[config.mk]
export PLATFORM = sky130hd
export DESIGN_NAME = uart_tx_fifo
export DESIGN_NICKNAME = d
export VERILOG_FILES = /design/src/rtl/uart_tx_fifo.sv
export SDC_FILE = /design/constraint.sdc
export NUM_CORES = 1
export LEC_CHECK = 0
export CAP_MARGIN = 20
export CORE_MARGIN = 3
export CORE_UTILIZATION = 40
export CTS_CLUSTER_SIZE = 28
export DETAILED_ROUTE_END_ITERATION = 16
export REMOVE_ABC_BUFFERS = 1
export SYNTH_ARGS = -nofsm -noshare
export SYNTH_HDL_FRONTEND = slang
export SYNTH_SLANG_ARGS = --single-unit
[constraint.sdc]
create_clock -name clk -period 5.4 [get_ports clk]
set_input_delay 0.81 -clock clk [delete_from_list [all_inputs] [get_ports clk]]
set_output_delay 0.81 -clock clk [all_outputs]
set_load 0.05 [all_outputs]
[src/rtl/uart_tx_fifo.sv]
// Transmit FIFO feeding a UART transmitter one byte per tx_start/tx_done_tick handshake.
// Optional sticky overflow flag enabled by defining UART_TX_FIFO_OVERFLOW_EN.
module uart_tx_fifo #(
  parameter int D_BITS    = 8,
  parameter int ADDR_BITS = 4
) (
  input  logic                 clk,
  input  logic                 reset_n,
  input  logic                 wr_en,
  input  logic [D_BITS-1:0]    din,
  output logic                 full,
  output logic                 empty,
  output logic [ADDR_BITS:0]   count,
  output logic [D_BITS-1:0]    tx_din,
  output logic                 tx_start,
  input  logic                 tx_done_tick,
`ifdef UART_TX_FIFO_OVERFLOW_EN
  output logic                 overflow,
  input  logic                 clr_overflow,
`endif
  output logic                 busy
);

  localparam int DEPTH = 1 << ADDR_BITS;
  localparam logic [ADDR_BITS:0]   DEPTH_CNT = (ADDR_BITS+1)'(DEPTH);
  localparam logic [ADDR_BITS:0]   CNT_ONE   = (ADDR_BITS+1)'(1);
  localparam logic [ADDR_BITS-1:0] PTR_ONE   = ADDR_BITS'(1);

  localparam logic [0:0] IDLE = 1'b0;
  localparam logic [0:0] BUSY = 1'b1;

  logic [D_BITS-1:0]    mem [DEPTH];
  logic [ADDR_BITS-1:0] wr_ptr;
  logic [ADDR_BITS-1:0] rd_ptr;
  logic [0:0]           state;
  logic                 push;
  logic                 pop;

  assign full  = (count == DEPTH_CNT);
  assign empty = (count == '0);
  assign busy  = (state == BUSY);

  // Both decisions use the pre-edge occupancy, so a pop never frees room for a same-cycle write.
  assign push = wr_en && !full;
  assign pop  = (state == IDLE) && !empty;

  always_ff @(posedge clk) begin
    if (push) begin
      mem[wr_ptr] <= din;
    end
  end

  always_ff @(posedge clk or negedge reset_n) begin
    if (!reset_n) begin
      wr_ptr   <= '0;
      rd_ptr   <= '0;
      count    <= '0;
      tx_din   <= '0;
      tx_start <= 1'b0;
      state    <= IDLE;
    end else begin
      if (push) begin
        wr_ptr <= wr_ptr + PTR_ONE;
      end

      case ({push, pop})
        2'b10:   count <= count + CNT_ONE;
        2'b01:   count <= count - CNT_ONE;
        default: count <= count;
      endcase

      tx_start <= 1'b0;
      case (state)
        IDLE: begin
          if (pop) begin
            tx_din   <= mem[rd_ptr];
            rd_ptr   <= rd_ptr + PTR_ONE;
            tx_start <= 1'b1;
            state    <= BUSY;
          end
        end
        default: begin
          if (tx_done_tick) begin
            state <= IDLE;
          end
        end
      endcase
    end
  end

`ifdef UART_TX_FIFO_OVERFLOW_EN
  // A dropped write in the same cycle as a clear keeps the flag set.
  always_ff @(posedge clk or negedge reset_n) begin
    if (!reset_n) begin
      overflow <= 1'b0;
    end else if (wr_en && full) begin
      overflow <= 1'b1;
    end else if (clr_overflow) begin
      overflow <= 1'b0;
    end
  end
`endif

endmodule
### Yosys cells after proc, flatten, opt, wreduce, memory -nomap -nowiden

Memories as Yosys holds them, arrays and structs flattened. A register that Yosys moved wholly into a read port is not among the register bits.
Index checks and enable logic that the tools add are counted.

| operators by class | value |
|---|---|
| $add $sub $neg | 4 |
| eq/ne operators | 3 |
| multiplexer cells | 7 |
| bitwise operators | 1 |
| reduce and logical (&&, ||, !) cells | 8 |

Operators by type and width:

| kind | number |
|---|---|
| $pmux W5 S2 | 1 |
| $add A4 B1 Y4 const B | 2 |
| $mux W1 | 6 |
| $add A5 B1 Y5 const B | 1 |
| $eq A5 B5 Y1 const B | 1 |
| $logic_not A5 Y1 | 1 |
| $sub A5 B1 Y5 const B | 1 |
| $logic_not A1 Y1 | 3 |
| $eq A2 B1 Y1 const B | 1 |
| $eq A2 B2 Y1 const B | 1 |
| $logic_and A1 B1 Y1 | 2 |
| $reduce_and A2 Y1 | 1 |
| $reduce_bool A2 Y1 | 1 |
| $not A1 Y1 | 1 |

| storage, ports and cells | value |
|---|---|
| register bits after elaboration | 15 |
| memory bits (writable) | 128 |
| input port bits | 12 |
| output and inout bits | 17 |
| memories | 1 |

Memories:

| name | words | bits a word | read ports | clocked after Yosys merged registers in | write ports | line | source |
|---|---|---|---|---|---|---|---|
| mem | 16 | 8 | 1 | 1 | 1 | 32 | `logic [D_BITS-1:0] mem [DEPTH];` |

### Longest topological paths before layout

| depth | value |
|---|---|
| depth in word-level cells | 5 |
| mapped depth | 13 |
| gate-level depth less buffers | 12 |

### Worst setup path before layout

OpenSTA, ideal clock, no wires.

| path | value |
|---|---|
| path kind | reg-to-reg |
| start | register count[1] |
| end | register count[4] |
| setup time | 0.142 ns |
| arrival time | 3.044 ns |
| slack | 2.214 ns |
| stages on the path, launching flop included | 12 |
| clock period less this slack | 3.186 ns |
| path through | dfrtp_1 > nor4_2 > and2b_1 > or2_4 > inv_4 > ha_1 > ha_1 > nor2b_1 > o21ai_1 > a21oi_1 > or3b_1 > xnor2_1 |

| between the ends | value |
|---|---|
| longest elaborated chain between the ends | 5 |
| elaborated cells between the ends (all ways) | 12 |
| classes of those cells | 2 x add/sub; 3 x eq/ne; 1 x mux; 6 x reduce/logical |

RTL lines:

| what | line | source |
|---|---|---|
| start, declared | 13 | `output logic [ADDR_BITS:0] count,` |
| start signal, assigned | 67 | `2'b10: count <= count + CNT_ONE;` |
| start signal, assigned | 68 | `2'b01: count <= count - CNT_ONE;` |
| start signal, assigned | 69 | `default: count <= count;` |
| $logic_not A5 Y1 (*) | 40 | `assign empty = (count == '0);` |
| net empty | 12 | `output logic empty,` |
| $logic_not A1 Y1 (*) | 45 | `assign pop = (state == IDLE) && !empty;` |
| $logic_and A1 B1 Y1 (*) | 45 |  |
| $eq A2 B1 Y1 / $eq A2 B2 Y1 (equally long branches) | 66 | `case ({push, pop})` |
| $pmux W5 S2 / $reduce_bool A2 Y1 (equally long branches) | -- |  |

Mark *: on every way through the listed nets, which the timed path passes. The rest lies on a longest branch.
A chain may end at the register's enable or synchronous reset.

### Worst setup path after layout

| path | value |
|---|---|
| start | register count[1] |
| end | output port empty |

| between the ends | value |
|---|---|
| longest elaborated chain between the ends | 1 |

RTL lines:

| what | line |
|---|---|
| $logic_not A5 Y1 | 40 |
| end, declared | 12 |

No other way between the ends.

==> results.cfg <==
[run_status]
status = complete, no violations

[pwr]
power.density_nw_per_um2 = 557.3
power.leakage_nw = 2.435
peakVddDrop_uv = 258.9

[grt]
grt_usage_pct = 15.29
grt_max_degree = 35
overflow = 0
grt_pass1_vias = 3037
grt_pass1_wl_mm = 18.20
antenna_found_initial = 0

[finish]
antennaDiodeCount = 0
nNetsFinal = 376
fin_cells = 551
area_growth_pct = 17.46
stdcell_area_sq_um = 7106
register_area_sq_um = 4419
nFillCells = 1224
final_layout_size_suffix_gt1_share_pct = 21.25
multi_input_area_sq_um = 1489

[clock_network]
path_clk_slew_ps = 70
holdBufCountCts = 0
insertion_delay_ps = 430
clkSinkCount = 151
cts_setup_buffers = 0
root_buffer = clkbuf_16
cts_resized = 0
cts_buffers = 17
cts_max_level = 4
clock_path_buffers = 2
tritoncts = done

[run]
drv_cap = 0

[sta]
tightest_slew_ps = 1085
drv_slew = 0
setup_tns_ps = 0
finalCritPeriodShare_pct = 55.90
slew-limit-headroom_pct = 27.41
finClkSkew_ps = 8.347
max_freq_mhz = 331.3
rsz0062_at_grt = no
min_period_ps = 3019
hold_violations = 0
setup_viol = 0

[drt]
via_per_inst = 5.334
wl_per_cell_um = 21.08
wl_mm = 11.62
vias = 2939
first_iter_violations = 218
ant_nets = 0
drcViolationCount = 0
drt-pass1-iter-count = 4

[floorplanning]
io_pins = 29
die_area_sq_um = 16640
die_h_um = 129.0
coreArea_sq_um = 14640
start_util_pct = 41.31
rows = 44
dieWidth_um = 129.0

[setup_path]
arrival_ps = 2210
worst_r2r_endpoint = count[4]
start_kind = register
cp-end-kind = primary output
crit_path_max_fanout = 5
reg2reg_depth = 11
r2r_start = count[1]
criticalPathCategory = register to primary output
reg2reg_setup_slack_ps = 2470
required_ps = 4590

[hold_path]
hold_end = tx_din[1]
hold_path_class = register to register
worstHoldPathCells = 2
hold_start = tx_din[1]

[logic_synthesis]
synth_top_cells_by_area = edfxtp_1 64%, mux4_2 11%, dfrtp_1 9.5%
yosys.area.top_type = edfxtp_1
yosys-top-cells-count = 128 x edfxtp_1, 29 x mux4_2, 23 x dfrtp_1, 20 x nand2_1, 16 x mux2i_1
synth_area_sq_um = 6050
synthCells = 314
avgSynthCellArea_sq_um = 19.27
post-synth-top-count-cell = edfxtp_1
async_reset_ff_share_pct = 15.23
yosysWarnings = 0
ys_seq_elements = 151
synth_edf_count = 128
synth-main-ff-cell = edfxtp_1
yosysSeqAreaShare_pct = 73.05
yosys.area.top_type_share_pct = 63.54
synth_cell_types = 38

[placement]
dp.cells = 517
dpl_cell_area_sq_um = 6519
gp_congestion = 0.7401
portBuffers = 28
hpwl_mm = 7.378
## per-stage QoR
step | util [%] | hold WS [ps] | setup slack (ps) | total power, mW
final | 48.52 | 512.1 | 2381 | 3.960
after detailed placement | 44.51 | 489.8 | 2135 | 2.877
after global placement | 44.26 | 494.0 | 2195 | 2.850
after CTS | 48.42 | 509.7 | 2345 | 4.011
after floorplan | - | 514.4 | 2139 | 2.470
after global routing | 48.52 | 530.9 | 2222 | 4.159
## registers in the layout, summed over array words and instances (netlist names)
signal,flops
tx_din,8
count,5
busy,1
wr_ptr,4
mem,128
tx_start,1
rd_ptr,4
## critical path, cell delays in order (launching register included)
cell and delay (ps):
dfrtp_1 440, nor4_2 310, and2b_1 220, clkdlybuf4s50_1 820
## kinds of logic (layout without fill, tap and decap cells)
kind of cell / Yosys count / count (layout) / share of synthesized area, %
multiplexers: 48 / 48 / 14.75
AND/OR/NAND/NOR: 52 / 52 / 4.116
adder cells (fa/ha/maj): 10 / 10 / 2.192
flip-flops: 151 / 151 / 73.05
buffers and inverters: 26 / 79 / 2.337
XOR/XNOR: 10 / 10 / 1.448
AO/OA/AOI/OAI: 17 / 17 / 2.110
## cells in the final DEF (no fill, tap or decap), drive strengths merged, types with 4 or more instances in the layout
| cell | n |
|---|---|
| buf | 8 |
| clkbuf | 18 |
| clkdlybuf4s50 | 28 |
| clkinv | 4 |
| clkinvlp | 5 |
| dfrtp | 23 |
| edfxtp | 128 |
| ha | 9 |
| inv | 15 |
| mux2i | 16 |
| mux4 | 32 |
| nand2 | 22 |
| nor2 | 13 |
| nor3 | 4 |
| o21ai | 5 |
| o221ai | 7 |
| xnor2 | 8 |
## layer usage
layer	global-route usage (%)	vias up	routed length, um
met5	0	-	0
met3	3.611	17	475
met4	6.300	0	221
li1	-	1322	-
met2	23.93	64	5712
met1	20.75	1536	5207
## worst max path at each step
stage,from,to,slack [ps],depth (start not counted)
after CTS,count[1],empty,2350,3
after global placement,wr_en,mem[0][7],2190,4
after floorplan,count[1],count[4],2140,11
after detailed placement,wr_en,count[4],2130,10
final,count[1],empty,2380,3
after global routing,count[1],count[4],2220,11
## cell type report
| class | instances | share of cell area [%] |
|---|---|---|
| clock buffers | 17 | 5.987 |
| repair buffers | 37 | 5.001 |
| flip-flops and latches | 151 | 62.19 |
| well taps | 184 | 3.240 |
| clock inverters | 15 | 2.060 |
| inverters | 10 | 0.5635 |
| multi-input cells | 137 | 20.95 |
## power breakdown
group	switching [mW]	total [mW]	leakage, nW	internal [mW]
sequential	0.106	1.56	1.43	1.45
combinational	0.741	1.27	0.735	0.531
clock	0.485	1.13	0.268	0.643
total	1.33	3.96	2.43	2.63
No activity file was read; power rests on OpenSTA's default activity.
